File: src/rtl/nano_mem_arbiter_if.sv
// Bus bundle between the two requesters, the arbiter and the shared memory.
// The arbiter takes the slave view; the requesters and the memory array
// together take the master view.
interface nano_mem_arbiter_if #(
  parameter int AW = 8,
  parameter int DW = 16
);
  // Requester 0 (NanoCPU)
  logic          req0;
  logic          lock0;
  logic          we0;
  logic [AW-1:0] addr0;
  logic [DW-1:0] wdata0;
  logic          gnt0;
  logic          ack0;
  logic [DW-1:0] rdata0;
  // Requester 1 (loader/debug)
  logic          req1;
  logic          lock1;
  logic          we1;
  logic [AW-1:0] addr1;
  logic [DW-1:0] wdata1;
  logic          gnt1;
  logic          ack1;
  logic [DW-1:0] rdata1;
  // Memory side
  logic          mem_ce;
  logic          mem_we;
  logic [AW-1:0] mem_address;
  logic [DW-1:0] mem_dataW;
  logic [DW-1:0] mem_dataR;
  // Status
  logic          lock_err;

  modport slave (
    input  req0, lock0, we0, addr0, wdata0,
    input  req1, lock1, we1, addr1, wdata1,
    input  mem_dataR,
    output gnt0, ack0, rdata0,
    output gnt1, ack1, rdata1,
    output mem_ce, mem_we, mem_address, mem_dataW,
    output lock_err
  );

  modport master (
    output req0, lock0, we0, addr0, wdata0,
    output req1, lock1, we1, addr1, wdata1,
    output mem_dataR,
    input  gnt0, ack0, rdata0,
    input  gnt1, ack1, rdata1,
    input  mem_ce, mem_we, mem_address, mem_dataW,
    input  lock_err
  );
endinterface

File: src/rtl/nano_mem_arbiter.sv
// Two-port arbiter for the single 256x16 NanoCPU memory.
// Port 0 (CPU) has fixed priority; port 1 is protected by a starvation
// guard (wait1) and either port may lock the memory for read-modify-write,
// bounded by LOCK_MAX cycles. Grants and the memory mux are combinational;
// ack, rdata and lock_err are registered.
module nano_mem_arbiter #(
  parameter int AW       = 8,
  parameter int DW       = 16,
  parameter int MAX_WAIT = 4,
  parameter int LOCK_MAX = 16
) (
  input  logic                  ck,
  input  logic                  rst,
  nano_mem_arbiter_if.slave     bus
);

  localparam int WW = $clog2(MAX_WAIT + 1);
  localparam int CW = $clog2(LOCK_MAX + 1);
  localparam logic [WW-1:0] WAIT_SAT  = WW'(MAX_WAIT);
  localparam logic [CW-1:0] LOCK_LAST = CW'(LOCK_MAX - 1);

  typedef enum logic [1:0] {
    IDLE = 2'd0,
    OWN0 = 2'd1,
    OWN1 = 2'd2
  } state_t;

  state_t        state_q;
  logic [WW-1:0] wait1_q;
  logic [CW-1:0] lock_cnt_q;
  // Set on a forced release; a port must drop lock (or req) before relocking.
  logic          relock_blk0_q;
  logic          relock_blk1_q;
  logic          ack0_q;
  logic          ack1_q;
  logic [DW-1:0] rdata0_q;
  logic [DW-1:0] rdata1_q;
  logic          lock_err_q;

  logic          gnt0_s;
  logic          gnt1_s;
  logic          mem_ce_s;
  logic          mem_we_s;
  logic [AW-1:0] mem_addr_s;
  logic [DW-1:0] mem_wdata_s;

  // Grant decision: priority in IDLE, exclusive ownership in OWN0/OWN1.
  always_comb begin
    gnt0_s = 1'b0;
    gnt1_s = 1'b0;
    if (rst) begin
      gnt0_s = 1'b0;
      gnt1_s = 1'b0;
    end else begin
      case (state_q)
        IDLE: begin
          if (bus.req0 && !bus.req1) begin
            gnt0_s = 1'b1;
          end else if (bus.req1 && !bus.req0) begin
            gnt1_s = 1'b1;
          end else if (bus.req0 && bus.req1) begin
            if (wait1_q >= WAIT_SAT) begin
              gnt1_s = 1'b1;
            end else begin
              gnt0_s = 1'b1;
            end
          end else begin
            gnt0_s = 1'b0;
            gnt1_s = 1'b0;
          end
        end
        OWN0: begin
          gnt0_s = bus.req0;
        end
        OWN1: begin
          gnt1_s = bus.req1;
        end
        default: begin
          gnt0_s = 1'b0;
          gnt1_s = 1'b0;
        end
      endcase
    end
  end

  // Memory mux: the granted port drives the array; idle bus is all zeros.
  always_comb begin
    mem_ce_s    = 1'b0;
    mem_we_s    = 1'b0;
    mem_addr_s  = '0;
    mem_wdata_s = '0;
    if (gnt0_s) begin
      mem_ce_s    = 1'b1;
      mem_we_s    = bus.we0;
      mem_addr_s  = bus.addr0;
      mem_wdata_s = bus.wdata0;
    end else if (gnt1_s) begin
      mem_ce_s    = 1'b1;
      mem_we_s    = bus.we1;
      mem_addr_s  = bus.addr1;
      mem_wdata_s = bus.wdata1;
    end else begin
      mem_ce_s    = 1'b0;
      mem_we_s    = 1'b0;
      mem_addr_s  = '0;
      mem_wdata_s = '0;
    end
  end

  // Ownership FSM together with starvation counter and registered completions.
  always_ff @(posedge ck) begin
    if (rst) begin
      state_q       <= IDLE;
      wait1_q       <= '0;
      lock_cnt_q    <= '0;
      relock_blk0_q <= 1'b0;
      relock_blk1_q <= 1'b0;
      ack0_q        <= 1'b0;
      ack1_q        <= 1'b0;
      rdata0_q      <= '0;
      rdata1_q      <= '0;
      lock_err_q    <= 1'b0;
    end else begin
      // Completion: read data captured at the same edge the write lands,
      // so a write returns the pre-write contents.
      ack0_q <= gnt0_s;
      ack1_q <= gnt1_s;
      if (gnt0_s) begin
        rdata0_q <= bus.mem_dataR;
      end
      if (gnt1_s) begin
        rdata1_q <= bus.mem_dataR;
      end

      // Starvation counter counts denied port-1 cycles in every state.
      if (!bus.req1 || gnt1_s) begin
        wait1_q <= '0;
      end else if (wait1_q != WAIT_SAT) begin
        wait1_q <= wait1_q + 1'b1;
      end else begin
        wait1_q <= wait1_q;
      end

      lock_err_q <= 1'b0;

      if (!bus.lock0 || !bus.req0) begin
        relock_blk0_q <= 1'b0;
      end
      if (!bus.lock1 || !bus.req1) begin
        relock_blk1_q <= 1'b0;
      end

      case (state_q)
        IDLE: begin
          lock_cnt_q <= '0;
          if (gnt0_s && bus.lock0 && !relock_blk0_q) begin
            state_q <= OWN0;
          end else if (gnt1_s && bus.lock1 && !relock_blk1_q) begin
            state_q <= OWN1;
          end else begin
            state_q <= IDLE;
          end
        end
        OWN0: begin
          if (lock_cnt_q == LOCK_LAST) begin
            state_q    <= IDLE;
            lock_cnt_q <= '0;
            lock_err_q <= 1'b1;
            if (bus.lock0 && bus.req0) begin
              relock_blk0_q <= 1'b1;
            end
          end else if (!bus.lock0) begin
            state_q    <= IDLE;
            lock_cnt_q <= '0;
          end else begin
            lock_cnt_q <= lock_cnt_q + 1'b1;
          end
        end
        OWN1: begin
          if (lock_cnt_q == LOCK_LAST) begin
            state_q    <= IDLE;
            lock_cnt_q <= '0;
            lock_err_q <= 1'b1;
            if (bus.lock1 && bus.req1) begin
              relock_blk1_q <= 1'b1;
            end
          end else if (!bus.lock1) begin
            state_q    <= IDLE;
            lock_cnt_q <= '0;
          end else begin
            lock_cnt_q <= lock_cnt_q + 1'b1;
          end
        end
        default: begin
          state_q    <= IDLE;
          lock_cnt_q <= '0;
        end
      endcase
    end
  end

  assign bus.gnt0        = gnt0_s;
  assign bus.gnt1        = gnt1_s;
  assign bus.ack0        = ack0_q;
  assign bus.ack1        = ack1_q;
  assign bus.rdata0      = rdata0_q;
  assign bus.rdata1      = rdata1_q;
  assign bus.mem_ce      = mem_ce_s;
  assign bus.mem_we      = mem_we_s;
  assign bus.mem_address = mem_addr_s;
  assign bus.mem_dataW   = mem_wdata_s;
  assign bus.lock_err    = lock_err_q;

endmodule
File: src/flat_wrapper.sv
// flat-port wrapper written by rule: the top's interface ports become plain ports
module nano_mem_arbiter_flat 
#(
  parameter int AW       = 8,
  parameter int DW       = 16,
  parameter int MAX_WAIT = 4,
  parameter int LOCK_MAX = 16
)
  (ck, rst, bus_req0, bus_lock0, bus_we0, bus_addr0, bus_wdata0, bus_req1, bus_lock1, bus_we1, bus_addr1, bus_wdata1, bus_mem_dataR, bus_gnt0, bus_ack0, bus_rdata0, bus_gnt1, bus_ack1, bus_rdata1, bus_mem_ce, bus_mem_we, bus_mem_address, bus_mem_dataW, bus_lock_err);
  nano_mem_arbiter_if #(.AW(AW), .DW(DW)) bus_i ();
  input  logic ck;
  input  logic rst;
  input wire logic [$bits(bus_i.req0)-1:0] bus_req0;
  input wire logic [$bits(bus_i.lock0)-1:0] bus_lock0;
  input wire logic [$bits(bus_i.we0)-1:0] bus_we0;
  input wire logic [$bits(bus_i.addr0)-1:0] bus_addr0;
  input wire logic [$bits(bus_i.wdata0)-1:0] bus_wdata0;
  input wire logic [$bits(bus_i.req1)-1:0] bus_req1;
  input wire logic [$bits(bus_i.lock1)-1:0] bus_lock1;
  input wire logic [$bits(bus_i.we1)-1:0] bus_we1;
  input wire logic [$bits(bus_i.addr1)-1:0] bus_addr1;
  input wire logic [$bits(bus_i.wdata1)-1:0] bus_wdata1;
  input wire logic [$bits(bus_i.mem_dataR)-1:0] bus_mem_dataR;
  output wire logic [$bits(bus_i.gnt0)-1:0] bus_gnt0;
  output wire logic [$bits(bus_i.ack0)-1:0] bus_ack0;
  output wire logic [$bits(bus_i.rdata0)-1:0] bus_rdata0;
  output wire logic [$bits(bus_i.gnt1)-1:0] bus_gnt1;
  output wire logic [$bits(bus_i.ack1)-1:0] bus_ack1;
  output wire logic [$bits(bus_i.rdata1)-1:0] bus_rdata1;
  output wire logic [$bits(bus_i.mem_ce)-1:0] bus_mem_ce;
  output wire logic [$bits(bus_i.mem_we)-1:0] bus_mem_we;
  output wire logic [$bits(bus_i.mem_address)-1:0] bus_mem_address;
  output wire logic [$bits(bus_i.mem_dataW)-1:0] bus_mem_dataW;
  output wire logic [$bits(bus_i.lock_err)-1:0] bus_lock_err;
  assign bus_i.req0 = bus_req0;
  assign bus_i.lock0 = bus_lock0;
  assign bus_i.we0 = bus_we0;
  assign bus_i.addr0 = bus_addr0;
  assign bus_i.wdata0 = bus_wdata0;
  assign bus_i.req1 = bus_req1;
  assign bus_i.lock1 = bus_lock1;
  assign bus_i.we1 = bus_we1;
  assign bus_i.addr1 = bus_addr1;
  assign bus_i.wdata1 = bus_wdata1;
  assign bus_i.mem_dataR = bus_mem_dataR;
  assign bus_gnt0 = bus_i.gnt0;
  assign bus_ack0 = bus_i.ack0;
  assign bus_rdata0 = bus_i.rdata0;
  assign bus_gnt1 = bus_i.gnt1;
  assign bus_ack1 = bus_i.ack1;
  assign bus_rdata1 = bus_i.rdata1;
  assign bus_mem_ce = bus_i.mem_ce;
  assign bus_mem_we = bus_i.mem_we;
  assign bus_mem_address = bus_i.mem_address;
  assign bus_mem_dataW = bus_i.mem_dataW;
  assign bus_lock_err = bus_i.lock_err;
  nano_mem_arbiter #(.AW(AW), .DW(DW), .MAX_WAIT(MAX_WAIT), .LOCK_MAX(LOCK_MAX)) u_core (.ck(ck), .rst(rst), .bus(bus_i));
endmodule
File: config.mk
export PLATFORM = sky130hd
export DESIGN_NAME = nano_mem_arbiter_flat
export DESIGN_NICKNAME = d
export VERILOG_FILES = /design/src/rtl/nano_mem_arbiter_if.sv /design/src/rtl/nano_mem_arbiter.sv /design/src/flat_wrapper.sv
export SDC_FILE = /design/constraint.sdc
export NUM_CORES = 1
export LEC_CHECK = 0
export CORE_MARGIN = 1.5
export CORE_UTILIZATION = 40
export DETAILED_ROUTE_END_ITERATION = 7
export GPL_TIMING_DRIVEN = 0
export PLACE_DENSITY = 0.93
export SLEW_MARGIN = 20
export SYNTH_ARGS = -nofsm -noshare
export SYNTH_HDL_FRONTEND = slang
export SYNTH_SLANG_ARGS = --single-unit
File: constraint.sdc
create_clock -name ck -period 3.26 [get_ports ck]
set_input_delay 0.652 -clock ck [delete_from_list [all_inputs] [get_ports ck]]
set_output_delay 0.652 -clock ck [all_outputs]
set_load 0.01 [all_outputs]
Yosys cells after proc, flatten, opt, wreduce, memory -nomap -nowiden
Cells that the tools add are included.
- flip-flop bits (word level): 47
- input bits: 72
- logic and storage cells: 84
- output and inout port bits: 63
- eq/ne operators: 6
- $add $sub $neg: 2
- magnitude comparators: 1
- bitwise operators: 1
- mux-type cells: 41
- reduce and logical (&&, ||, !) cells: 23
- operators with widths (kind ; number):
    16-bit two-way mux ; 2
    1-bit two-way mux ; 23
    5-bit two-way mux ; 4
    8-bit two-way mux ; 2
    2-bit two-way mux ; 6
    5-bit case mux with 2 select lines ; 1
    1-bit logical AND ; 9
    1-bit zero test ; 6
    3-bit by 2-bit inequality test with 1-bit output (second input constant) ; 2
    2-bit case mux with 3 select lines ; 1
    2-bit OR reduction ; 3
    5-bit by 1-bit adder with 5-bit output (second input constant) ; 1
    5-bit by 4-bit == test with 1-bit output (second input constant) ; 1
    1-bit case mux with 2 select lines ; 2
    3-bit by 1-bit adder with 3-bit output (second input constant) ; 1
    3-bit >= comparator (second input constant) ; 1
    1-bit logical OR ; 3
    3-bit inequality test (second input constant) ; 1
    2-bit by 1-bit == test with 1-bit output (second input constant) ; 1
    2-bit == test (second input constant) ; 1
    2-bit zero test ; 1
    2-bit AND reduction ; 1
    1-bit inverter ; 1

Depth between registers and ports, before layout
- depth in word-level cells: 12
- depth in mapped cells: 8
- gate-level depth less buffers: 7

Least setup slack after synthesis
No wires, ideal clock.
- path type: register to output
- from: register u_core.state_q[0]
- to: output bus_mem_address[2]
- buffers on the path: 1
- arrival time: 1.724 ns
- slack: 0.884 ns
- stages on the path, launching flop included: 9
- required time: 2.608 ns
- path through: dfxtp_1 -> inv_1 -> ha_1 -> a21boi_2 -> o21ai_4 -> inv_4 -> nor3_4 -> buf_6 -> a22o_1
- longest elaborated chain between the ends: 5
- elaborated cells between the ends (all ways): 9
- classes of those cells: 2 x eq/ne; 6 x mux; 1 x reduce/logical
- RTL lines (what ; line ; text):
    from (decl) ; nano_mem_arbiter.sv:28 ; state_t state_q;
    from (signal assigned) ; nano_mem_arbiter.sv:113 ; state_q <= IDLE;
    from (signal assigned) ; nano_mem_arbiter.sv:157 ; state_q <= OWN0;
    from (signal assigned) ; nano_mem_arbiter.sv:159 ; state_q <= OWN1;
    2-bit == test / 2-bit zero test (equally long branches) ; nano_mem_arbiter.sv:55 ; case (state_q)
    1-bit case mux with 2 select lines ; nano_mem_arbiter.sv:55 ;
    1-bit two-way mux ; nano_mem_arbiter.sv:51 ; if (rst) begin
    8-bit two-way mux ; nano_mem_arbiter.sv:97 ; end else if (gnt1_s) begin
    8-bit two-way mux (*) ; nano_mem_arbiter.sv:92 ; if (gnt0_s) begin
    to (decl) ; flat_wrapper.sv:32 ; output wire logic [$bits(bus_i.mem_address)-1:0] bus_mem_address;
Mark *: on every way between the ends. The rest lies on a longest branch, timed or not.

Worst setup path after layout
- from: input bus_req0
- to: output bus_mem_address[1]
- longest elaborated chain between the ends: 8
- elaborated cells between the ends (all ways): 16
- classes of those cells: 12 x mux; 4 x reduce/logical
- RTL lines (what ; line ; text):
    from (decl) ; flat_wrapper.sv:13 ; input wire logic [$bits(bus_i.req0)-1:0] bus_req0;
    1-bit logical AND / 1-bit zero test (equally long branches) ; nano_mem_arbiter.sv:61, nano_mem_arbiter.sv:59 ;
    1-bit two-way mux / 1-bit logical AND (equally long branches) ; nano_mem_arbiter.sv:61, nano_mem_arbiter.sv:59 ;
    1-bit two-way mux ; nano_mem_arbiter.sv:59 ; end else if (bus.req1 && !bus.req0) begin
    1-bit two-way mux ; nano_mem_arbiter.sv:57 ; if (bus.req0 && !bus.req1) begin
    1-bit case mux with 2 select lines ; nano_mem_arbiter.sv:55 ;
    1-bit two-way mux ; nano_mem_arbiter.sv:51 ;
    8-bit two-way mux ; nano_mem_arbiter.sv:97 ;
    8-bit two-way mux (*) ; nano_mem_arbiter.sv:92 ;
Marked as above.

==> flow_metrics.tcl <==
set metrics [dict create \
    cts_buffers 5 \
    crit_required_ns 2.61 \
    worstSetupStartpointType "input pin" \
    ir_drop_uv 336 \
    cts_root_buffer "clkbuf_8" \
    critPathSlowestCell "clkdlybuf4s50_1" \
    std_cell_rows 26 \
    drcViolationCount 0 \
    async_reset_ff_frac 0 \
    synth_common_cells "dfxtp_1 (47), a22o_1 (25), inv_1 (24)" \
    path_clk_slew_ns 0.08 \
    place_inst 433 \
    pwr_density_cell_nw_per_um2 340 \
    hold_class "reg -> reg" \
    coreArea_um2 5170 \
    synth_top_area_cell "dfxtp_1" \
    dr.pass1.iters 4 \
    ys_seq_area_frac 0.434 \
    worst_pin_slew_ns 0.464 \
    dieWidth_um 76.6 \
    synth.top_cells.by_area "dfxtp_1 (43%), a22o_1 (10%), mux2i_1 (7.4%)" \
    synth_most_common_cell "dfxtp_1" \
    tns_ns 0 \
    antenna_left 0 \
    grtUsageTotal 0.228 \
    clock_latency_ns 0.30 \
    finalCriticalPeriod_ns 3.18 \
    die-area_um2 5870 \
    final_layout_size_suffix_gt1_frac 0.0820 \
    crit_path_end_kind "output pin" \
    rr_startpoint "u_core.state_q[1]$_SDFFE_PP0P_" \
    viasPerCell 4.99 \
    hold_viol_final 0 \
    synth-warning-count 0 \
    syn_area_um2 2170 \
    min_to "u_core.bus.rdata1[0]$_SDFFE_PP0N_" \
    fillCellCount 368 \
    crit_buf_inv 4 \
    syn_area_per_cell_um2 9.47 \
    ff2ff_path_depth 8 \
    drt_wl_total_mm 6.80 \
    crit_type "in -> out" \
    r2r_slack_ns 1.33 \
    synth-main-ff-cell "dfxtp_1" \
    routed-via-count 2240 \
    gp_congestion 0.795 \
    nNetsFinal 456 \
    fmax_mhz 315 \
    hold_start "u_core.bus.rdata1[0]$_SDFFE_PP0N_" \
    place_hpwl_mm 5.25 \
    hold_depth 2 \
    cts_sinks 47 \
    fin_util 0.737 \
    final_cells 449 \
    rr_endpoint "u_core.bus.rdata0[6]$_SDFFE_PP0P_" \
    clockBufferDepth 2 \
    io_pins 135 \
    portBuffers 134 \
    power_uw 1300 \
    yosys_register_bits 47 \
    grt_antenna_before_repair 1 \
    cts_tree "done" \
    start_util 0.419 \
    crit_family "buffers and inverters" \
    die_h_um 76.6 \
    grt-ovfl-total 0 \
    crit_chain "clkdlybuf4s50_1, nand2b_1, a21oi_4, nor3_4, buf_6, buf_4, a22o_1, clkdlybuf4s50_1" \
    dr.first_iter.drc_count 74 \
    wl_per_cell_um 15.1 \
    syn_nets 308 \
    synthCells 229 \
    grt_pass1_wl_mm 10.6 \
    critPathMostFrequentCell "clkdlybuf4s50_1" \
    grt_start_max_net_pins 16 \
    grt_pass1_vias 2230 \
    timing.hold.ws_ns 0.479 \
    finClkSkew_ns 0.00961 \
    slowest_delay_ns 0.49 \
    areaGrowthSynthToFinish_pct 75.8 \
    cts_max_level 2 \
    relSlewSlack 0.691 \
    maxCapViolCount 0 \
    power_leakage_uw 0.00174 \
    worstPathMaxFanout 6 \
    synth-edff-count 0 \
    synth_cell_types 31 \
    slew_viol_final 0 \
    finalSetupViolCount 0 \
    arrival_ns 2.52 \
    status "finished, final reports clean" \
    synth_top_area_share 0.434 \
    postCtsHoldBufs 0 \
    period_share 0.974 \
]
## final cells by class
type,count,area (um^2),area share
buffer,11,62.6,0.0164
inverter,25,96.3,0.0253
timing repair buffer,142,1450,0.379
sequential,47,942,0.247
antenna,1,2.50,0.000656
clock buffer,5,68.8,0.0180
clock inverter,3,20.0,0.00525
multi-input combinational,145,1090,0.285
tap,70,87.6,0.0230
## through the flow
stage | instance area, um^2 | setup WS, ns
after floorplan | 2170 | 0.884
after global placement | 3600 | -0.304
after detailed placement | 3600 | -0.319
final | 3810 | 0.0834
after CTS | 3760 | 0.0341
after global routing | 3810 | -0.00101
## cells by family (layout without fill, tap and decap cells)
group,count (synthesis),count (layout),share of synthesized area
DFF,47,47,0.434
buffers and inverters,37,186,0.0738
xor gates and xnor gates,3,3,0.0121
AOI/OAI and AO/OA,52,52,0.176
other,0,1,0
and+or+nand+nor,67,67,0.190
muxes,16,16,0.0738
adders and majority gates,7,7,0.0404
## flip-flops by register name (all words and copies together), names as in the netlist
name                  cells
u_core.bus.rdata0        16
u_core.bus.rdata1        16
u_core.lock_cnt_q         5
u_core.wait1_q            3
u_core.state_q            2
u_core.bus.ack0           1
u_core.bus.ack1           1
u_core.bus.lock_err       1
u_core.relock_blk0_q      1
u_core.relock_blk1_q      1
## cell usage in the layout (no fill, tap or decap), types with 12 or more instances in the layout
cell type,netlist,routed
a22o_1,25,25
clkdlybuf4s50_1,0,114
dfxtp_1,47,46
dlymetal6s2s_1,0,18
inv_1,24,24
mux2i_1,16,16
nand2b_1,18,17
nand3b_1,19,19
nor2_1,12,12
o21ai_0,17,17
## worst reg2reg max path: cells and delay by family (launching register included)
family / cells / cell delay [ns]
buffers and inverters: 3 / 0.70
AOI/OAI and AO/OA: 3 / 0.46
DFF: 1 / 0.36
adders and majority gates: 1 / 0.21
and+or+nand+nor: 1 / 0.14
## worst max-delay path by stage
stage	to	slack (ns)	start	cells after the start
after CTS	bus_mem_dataW[2]	0.03	bus_req0	8
after floorplan	bus_mem_address[2]	0.88	u_core.state_q[0]$_SDFFE_PP0P_	8
after global routing	bus_mem_address[1]	-0.001	bus_req0	8
after global placement	bus_mem_dataW[5]	-0.30	bus_req1	8
final	bus_mem_address[1]	0.08	bus_req0	8
after detailed placement	bus_mem_dataW[9]	-0.32	bus_req1	8
## per-layer routing
layer | wire length (um) | vias to the layer above | part of all wire | global-route usage
met4 | 247 | 0 | 0.036 | 0.111
met2 | 3460 | 105 | 0.51 | 0.427
met5 | 0 | - | 0 | 0
li1 | - | 1086 | - | -
met1 | 2550 | 1032 | 0.38 | 0.226
met3 | 543 | 17 | 0.080 | 0.0719
## report_power, final
group	internal [uW]	total, uW	switching [uW]
clock network	149	346	197
registers	604	620	16.3
logic	206	330	124
## repair_timing
item | CTS | global route
hold endpoints to repair | 0 | 0
resized for setup | 9 | 20
buffers inserted | 6 | 1
endpoints found under the setup margin | 27 | 24
pin swaps | 2 | 1
gates cloned | 1 | 0
(Power assumes the default switching activity.)
